### src/rtl/stream_ap_n.sv
// ============================================================================
// Module   : stream_ap_n
// Brief    : Pops up to N_POP leading stream elements into parallel slots,
//            then forwards the rest of the stream. Optional macro
//            STREAM_AP_N_SKID_EN registers the pass path via a 2-entry skid.
// Revision : 1.0 - initial release
// ============================================================================
`default_nettype none

module stream_ap_n #(
    parameter int N_POP = 2,
    parameter int W     = 8,
    parameter int CNT_W = $clog2(N_POP + 1)
) (
    input  logic               clk,
    input  logic               nrst,
    input  logic               in_valid,
    output logic               in_ready,
    output logic               out_valid,
    input  logic               out_ready,
    input  logic [W-1:0]       sIn,
    input  logic               sIn_valid,
    output logic               sIn_ready,
    input  logic               sIn_last,
    output logic [W-1:0]       sOut,
    output logic               sOut_valid,
    input  logic               sOut_ready,
    output logic               sOut_last,
    output logic [N_POP*W-1:0] dOut,
    output logic [CNT_W-1:0]   dOut_cnt
);

    typedef enum logic [1:0] {
        IDLE    = 2'd0,
        COLLECT = 2'd1,
        EMIT    = 2'd2,
        PASS    = 2'd3
    } state_t;

    state_t             state_q, state_d;
    logic [N_POP*W-1:0] dout_q, dout_d;
    logic [CNT_W-1:0]   cnt_q, cnt_d;
    logic               short_q, short_d;

    logic               pass_done;
    logic               pass_sin_ready;

`ifdef STREAM_AP_N_SKID_EN
    // Two entries give full throughput while sIn_ready depends only on state.
    logic [W-1:0] mem_q [2];
    logic [1:0]   mem_last_q;
    logic         wr_q, rd_q;
    logic [1:0]   fill_q;
    logic         got_last_q;
    logic         push, pop;

    assign pass_sin_ready = (state_q == PASS) && (fill_q != 2'd2) && !got_last_q;
    assign push           = sIn_valid && pass_sin_ready;
    assign sOut_valid     = (fill_q != 2'd0);
    assign sOut           = sOut_valid ? mem_q[rd_q] : '0;
    assign sOut_last      = sOut_valid && mem_last_q[rd_q];
    assign pop            = sOut_valid && sOut_ready;
    assign pass_done      = pop && mem_last_q[rd_q];

    always_ff @(posedge clk or negedge nrst) begin
        if (!nrst) begin
            mem_q[0]   <= '0;
            mem_q[1]   <= '0;
            mem_last_q <= '0;
            wr_q       <= 1'b0;
            rd_q       <= 1'b0;
            fill_q     <= 2'd0;
            got_last_q <= 1'b0;
        end else if (state_q != PASS) begin
            mem_last_q <= '0;
            wr_q       <= 1'b0;
            rd_q       <= 1'b0;
            fill_q     <= 2'd0;
            got_last_q <= 1'b0;
        end else begin
            if (push) begin
                mem_q[wr_q]      <= sIn;
                mem_last_q[wr_q] <= sIn_last;
                wr_q             <= ~wr_q;
                if (sIn_last) begin
                    got_last_q <= 1'b1;
                end
            end
            if (pop) begin
                rd_q <= ~rd_q;
            end
            case ({push, pop})
                2'b10:   fill_q <= fill_q + 2'd1;
                2'b01:   fill_q <= fill_q - 2'd1;
                default: fill_q <= fill_q;
            endcase
        end
    end
`else
    wire w_pass = (state_q == PASS);

    assign pass_sin_ready = w_pass && sOut_ready;
    assign sOut           = w_pass ? sIn : '0;
    assign sOut_valid     = w_pass && sIn_valid;
    assign sOut_last      = w_pass && sIn_last;
    assign pass_done      = sIn_valid && sOut_ready && sIn_last;
`endif

    always_ff @(posedge clk or negedge nrst) begin
        if (!nrst) begin
            state_q <= IDLE;
            dout_q  <= '0;
            cnt_q   <= '0;
            short_q <= 1'b0;
        end else begin
            state_q <= state_d;
            dout_q  <= dout_d;
            cnt_q   <= cnt_d;
            short_q <= short_d;
        end
    end

    always_comb begin
        state_d   = state_q;
        dout_d    = dout_q;
        cnt_d     = cnt_q;
        short_d   = short_q;
        out_valid = 1'b0;
        sIn_ready = 1'b0;
        case (state_q)
            IDLE: begin
                if (in_valid) begin
                    dout_d  = '0;
                    cnt_d   = '0;
                    short_d = 1'b0;
                    state_d = COLLECT;
                end
            end
            COLLECT: begin
                sIn_ready = 1'b1;
                if (sIn_valid) begin
                    for (int k = 0; k < N_POP; k++) begin
                        if (cnt_q == CNT_W'(k)) begin
                            dout_d[k*W +: W] = sIn;
                        end
                    end
                    if (cnt_q != CNT_W'(N_POP)) begin
                        cnt_d = cnt_q + CNT_W'(1);
                    end
                    if (sIn_last) begin
                        short_d = 1'b1;
                        state_d = EMIT;
                    end else if (cnt_q == CNT_W'(N_POP - 1)) begin
                        short_d = 1'b0;
                        state_d = EMIT;
                    end
                end
            end
            EMIT: begin
                out_valid = 1'b1;
                if (out_ready) begin
                    state_d = short_q ? IDLE : PASS;
                end
            end
            PASS: begin
                sIn_ready = pass_sin_ready;
                if (pass_done) begin
                    state_d = IDLE;
                end
            end
            default: state_d = IDLE;
        endcase
    end

    assign in_ready = nrst && (state_q == IDLE);
    assign dOut     = dout_q;
    assign dOut_cnt = cnt_q;

endmodule

`default_nettype wire

### config.mk
export PLATFORM = sky130hd
export DESIGN_NAME = stream_ap_n
export DESIGN_NICKNAME = d
export VERILOG_FILES = /design/src/rtl/stream_ap_n.sv
export SDC_FILE = /design/constraint.sdc
export NUM_CORES = 1
export LEC_CHECK = 0
export CAP_MARGIN = 20
export CORE_MARGIN = 2
export CORE_UTILIZATION = 37
export CTS_CLUSTER_SIZE = 10
export DETAILED_ROUTE_END_ITERATION = 8
export PLACE_DENSITY_LB_ADDON = 0.25
export SLEW_MARGIN = 20
export SYNTH_ARGS = -nofsm -noshare
export SYNTH_HDL_FRONTEND = slang
export SYNTH_SLANG_ARGS = --single-unit
### constraint.sdc
create_clock -name clk -period 1.5 [get_ports clk]
set_clock_uncertainty 0.05 [all_clocks]
set_input_delay 0.375 -clock clk [delete_from_list [all_inputs] [get_ports clk]]
set_output_delay 0.375 -clock clk [all_outputs]
set_load 0.1 [all_outputs]
**Word-level counts from Yosys, hierarchy flattened**

Cells that the tools add are included.

- Equality and inequality tests: 13
- Add/subtract/negate cells: 1
- Multiplexer cells: 25
- Reduce and logical (&&, ||, !) cells: 14

Operators with widths:

| kind | number |
|---|---|
| $mux 16 | 2 |
| $pmux 16 s2 | 1 |
| $mux 8 | 3 |
| $mux 2 | 10 |
| $ne 2x2->1 const B | 8 |
| $reduce_and 4->1 | 4 |
| $pmux 2 s4 | 1 |
| $logic_and 1x1->1 | 6 |
| $mux 1 | 5 |
| $reduce_and 5->1 | 1 |
| $eq 2x1->1 const B | 2 |
| $eq 2x2->1 const B | 2 |
| $logic_not 2->1 | 2 |
| $pmux 1 s2 | 2 |
| $pmux 2 s2 | 1 |
| $ne 3x3->1 const B | 1 |
| $add 2x1->2 const B | 1 |
| $reduce_bool 2->1 | 1 |

- Logic and storage cells: 58
- Output and inout port bits: 31
- Register bits: 21
- Input port bits: 15

**Longest topological paths before layout**

- Depth in word-level cells: 5
- Depth in mapped cells: 7

**Worst setup path before layout**

No wires, ideal clock.

- Path type: reg-to-output
- Start point: register state_q[0]
- End point: output port in_ready
- Data arrival time: 2.981 ns
- Stages on the path, launching flop included: 4
- Data required time: 1.075 ns
- Path buffers: 2
- Path slack: -1.906 ns
- Cell sequence: dfrtp_1 -> buf_4 -> clkbuf_1 -> nor3b_1

- Longest elaborated chain between the ends: 2

RTL lines:

| item | RTL line | text |
|---|---|---|
| start: declaration | 40 | `state_t state_q, state_d;` |
| start signal: assignment | 116 | `state_q <= state_d;` |
| $logic_not 2->1 | 175 | `assign in_ready = nrst && (state_q == IDLE);` |
| $logic_and 1x1->1 | 175 |  |
| end: declaration | 18 | `output logic in_ready,` |

No other way between the ends.

**Worst setup path after layout**

- Start point: register state_q[1]
- End point: output port sOut[0]

- Longest elaborated chain between the ends: 2

RTL lines:

| item | RTL line | text |
|---|---|---|
| $eq 2x2->1 | 100 | `wire w_pass = (state_q == PASS);` |
| $mux 8 | 103 | `assign sOut = w_pass ? sIn : '0;` |
| end: declaration | 25 | `output logic [W-1:0] sOut,` |

No other way between the ends.

==> results.sh <==
export IMPL_worst_slack_ns=-0.311
export IMPL_die_area_sq_mm=0.00337
export IMPL_die_w_um=58.1
export IMPL_postRouteWirelength_mm=3.96
export IMPL_maxClockFrequency_mhz=552
export IMPL_clock_sink_count=21
export IMPL_cts_root_buffer="sky130_fd_sc_hd__clkbuf_4"
export IMPL_global_route_overflow_total=0
export IMPL_gp_routability_congestion=0.875
export IMPL_setup_viol=21
export IMPL_final_cells=219
export IMPL_drt_pre_antenna_iters=4
export IMPL_worst_setup_path_end_kind="primary output"
export IMPL_cp_cell_instances="buf_4, and3_2, buf_12"
export IMPL_cp_required_ns=1.07
export IMPL_worst_path_largest_cell_delay_ns=0.52
export IMPL_floorplan_core_area_sq_mm=0.00276
export IMPL_first_global_vias=1172
export IMPL_drive_above_1_share=0.532
export IMPL_drt_first_iter_violations=65
export IMPL_result_of_the_run="finished, violations left"
export IMPL_syn_avg_cell_area_sq_um=8.94
export IMPL_final_hold_violation_count=0
export IMPL_worst_setup_path_type="flip-flop to primary output"
export IMPL_vias_per_cell=5.58
export IMPL_grt_start_max_net_pins=22
export IMPL_synth_edff_count=0
export IMPL_fin_nets=207
export IMPL_flow_area_growth_from_synthesis_pct=110
export IMPL_worst_setup_hold_path_clk_slew_ns=0.11
export IMPL_final_min_clock_period_ns=1.81
export IMPL_final_period_utilization=1.21
export IMPL_ctsHtreeMaxLevel=1
export IMPL_cp_arrival_ns=1.39
export IMPL_yosys_register_bits=21
export IMPL_detailroute_via_count=1223
export IMPL_proportion_of_synthesized_chip_area_in_sequential_cells=0.486
export IMPL_antenna_diode_count=0
export IMPL_synth_nets=139
export IMPL_postSynth_asyncResetShare=1.00
export IMPL_drc_errors=0
export IMPL_route_detailed_wl_per_inst_um=18.1
export IMPL_place_ws_ns=-0.426
export IMPL_tritoncts_num_buffers=3
export IMPL_timing_max_slew_rel_slack=0.791
export IMPL_cap_violations=0
export IMPL_unrepaired_setup_endpoints_after_global_routing="yes"
export IMPL_standard_cell_rows=19
export IMPL_clock_tree_from_tritoncts="built"
export IMPL_cp_start_kind="flip-flop"
export IMPL_synthFlopType="sky130_fd_sc_hd__dfrtp_1"
export IMPL_netlist_area_sq_mm=0.00108
export IMPL_tightestPinTransition_ns=0.313
export IMPL_setup_tns_ns=-3.86
export IMPL_grt_usage=0.223
export IMPL_violations="negative setup slack"
export IMPL_antenna_left=0
export IMPL_grt_antenna_before_repair=0
export IMPL_maximum_buffer_depth_of_the_clock_tree=2
export IMPL_buffer_ports_inserted=45
export IMPL_global_route_wire_length_before_repair_mm=5.60
export IMPL_start_util=0.392
export IMPL_dpl_cell_count=205
export IMPL_pin_count=46
export IMPL_final_max_slew_violation_count=0
export IMPL_ys_types=28
export IMPL_syn_instance_count=121
export IMPL_hold_path_class="input port to async pin"
export IMPL_clk_latency_ns=0.30
export IMPL_crit_fanout=6
export IMPL_die_h_um=58.1
export IMPL_detailed_place_hpwl_mm=2.44
export IMPL_layout_filler_cells=154
export IMPL_synthesis_yosys_warnings=0
export IMPL_critical_path_slowest_cell="sky130_fd_sc_hd__dfrtp_4"
[routing by layer]
layer	GRT usage	part of all wire
met2	0.365	0.53
met5	0	0
met3	0.0446	0.069
met4	0.113	0.019
met1	0.279	0.38
[cell families after synthesis]
kind of cell             count (synthesis)  share of synthesized area
buffers and inverters                   13                     0.0636
adder cells (fa/ha/maj)                  3                     0.0347
AND/OR/NAND/NOR                         49                      0.215
AO/OA/AOI/OAI                           35                      0.201
flip-flops                              21                      0.486
[state kept, by name, indices dropped and copies added (netlist names)]
register / cells
dOut_cnt: 2
state_q: 2
dOut: 16
short_q: 1
[worst paths after layout]
path	endpoint	cells after the start	slack (ns)	start
min	dOut[3]	2	0.49	nrst
min reg2reg	dOut[12]	2	0.52	dOut[12]
max	sOut[0]	3	-0.31	state_q[1]
min in group clk	dOut[12]	2	0.52	dOut[12]
max reg2reg	state_q[0]	5	-0.16	dOut_cnt[0]
max in group asynchronous	state_q[1]	2	0.67	nrst
[per-stage QoR]
step                      hold WS (ns)  instance area [sq um]  utilization
after floorplan                 0.0294                   1190            -
after global placement           0.479                   2030        0.736
after detailed placement         0.495                   2030        0.736
after CTS                        0.484                   2140        0.775
after global routing             0.477                   2270        0.824
final                            0.488                   2270        0.824
[synth_stat cells (2+ instances only)]
master                     instances  area (sq um)
sky130_fd_sc_hd__buf_4             3          22.5
sky130_fd_sc_hd__inv_1             5          18.8
sky130_fd_sc_hd__ha_1              3          37.5
sky130_fd_sc_hd__clkbuf_1          2          7.51
sky130_fd_sc_hd__nand2_1          26          97.6
sky130_fd_sc_hd__nand3_1           3          15.0
sky130_fd_sc_hd__nor2_1            2          7.51
sky130_fd_sc_hd__a21oi_1           4          20.0
sky130_fd_sc_hd__dfrtp_1          21           526
sky130_fd_sc_hd__o21ai_0          17          85.1
sky130_fd_sc_hd__nand2b_1          3          18.8
sky130_fd_sc_hd__a21o_1            3          22.5
sky130_fd_sc_hd__and3_1           10          62.6
sky130_fd_sc_hd__o21ai_1           5          25.0
[cell type report]
type	instances	area [sq um]	area share
flip-flops and latches	21	538	0.237
well taps	31	38.8	0.0171
inverters	6	27.5	0.0121
multi-input cells	89	677	0.298
repair buffers	68	963	0.424
clock buffers	4	26.3	0.0116
[layout by cell type (no fill, tap or decap), types with 2 or more instances in the layout]
| cell type | count |
|---|---|
| sky130_fd_sc_hd__and3_2 | 6 |
| sky130_fd_sc_hd__clkbuf_4 | 3 |
| sky130_fd_sc_hd__o21ai_1 | 17 |
| sky130_fd_sc_hd__inv_4 | 2 |
| sky130_fd_sc_hd__o21ai_2 | 3 |
| sky130_fd_sc_hd__dfrtp_4 | 3 |
| sky130_fd_sc_hd__and3_4 | 4 |
| sky130_fd_sc_hd__a21oi_1 | 2 |
| sky130_fd_sc_hd__inv_2 | 2 |
| sky130_fd_sc_hd__ha_4 | 3 |
| sky130_fd_sc_hd__nand2b_1 | 2 |
| sky130_fd_sc_hd__buf_12 | 32 |
| sky130_fd_sc_hd__buf_6 | 5 |
| sky130_fd_sc_hd__a21o_4 | 3 |
| sky130_fd_sc_hd__dfrtp_1 | 17 |
| sky130_fd_sc_hd__inv_1 | 2 |
| sky130_fd_sc_hd__clkdlybuf4s50_1 | 12 |
| sky130_fd_sc_hd__nand2_1 | 20 |
| sky130_fd_sc_hd__o21ai_0 | 2 |
| sky130_fd_sc_hd__nor2_1 | 2 |
| sky130_fd_sc_hd__nand2_2 | 6 |
| sky130_fd_sc_hd__buf_4 | 17 |
[timing repair]
action                                  in CTS  in global routing
buffers inserted                             5                  3
hold buffers                                 0                  0
gates resized for setup                     13                 28
cloned                                       0                  2
endpoints found under the setup margin      28                 33
pin swaps                                    4                 11
[worst max-delay path, delay by kind of cell (launching register included)]
kind | cells | cell delay (ns)
buf+inv | 2 | 0.34
simple gates | 1 | 0.23
flops | 1 | 0.52
Power is not shown: default switching activity piles up to over one toggle a cycle in this logic, so the estimate is an artifact.
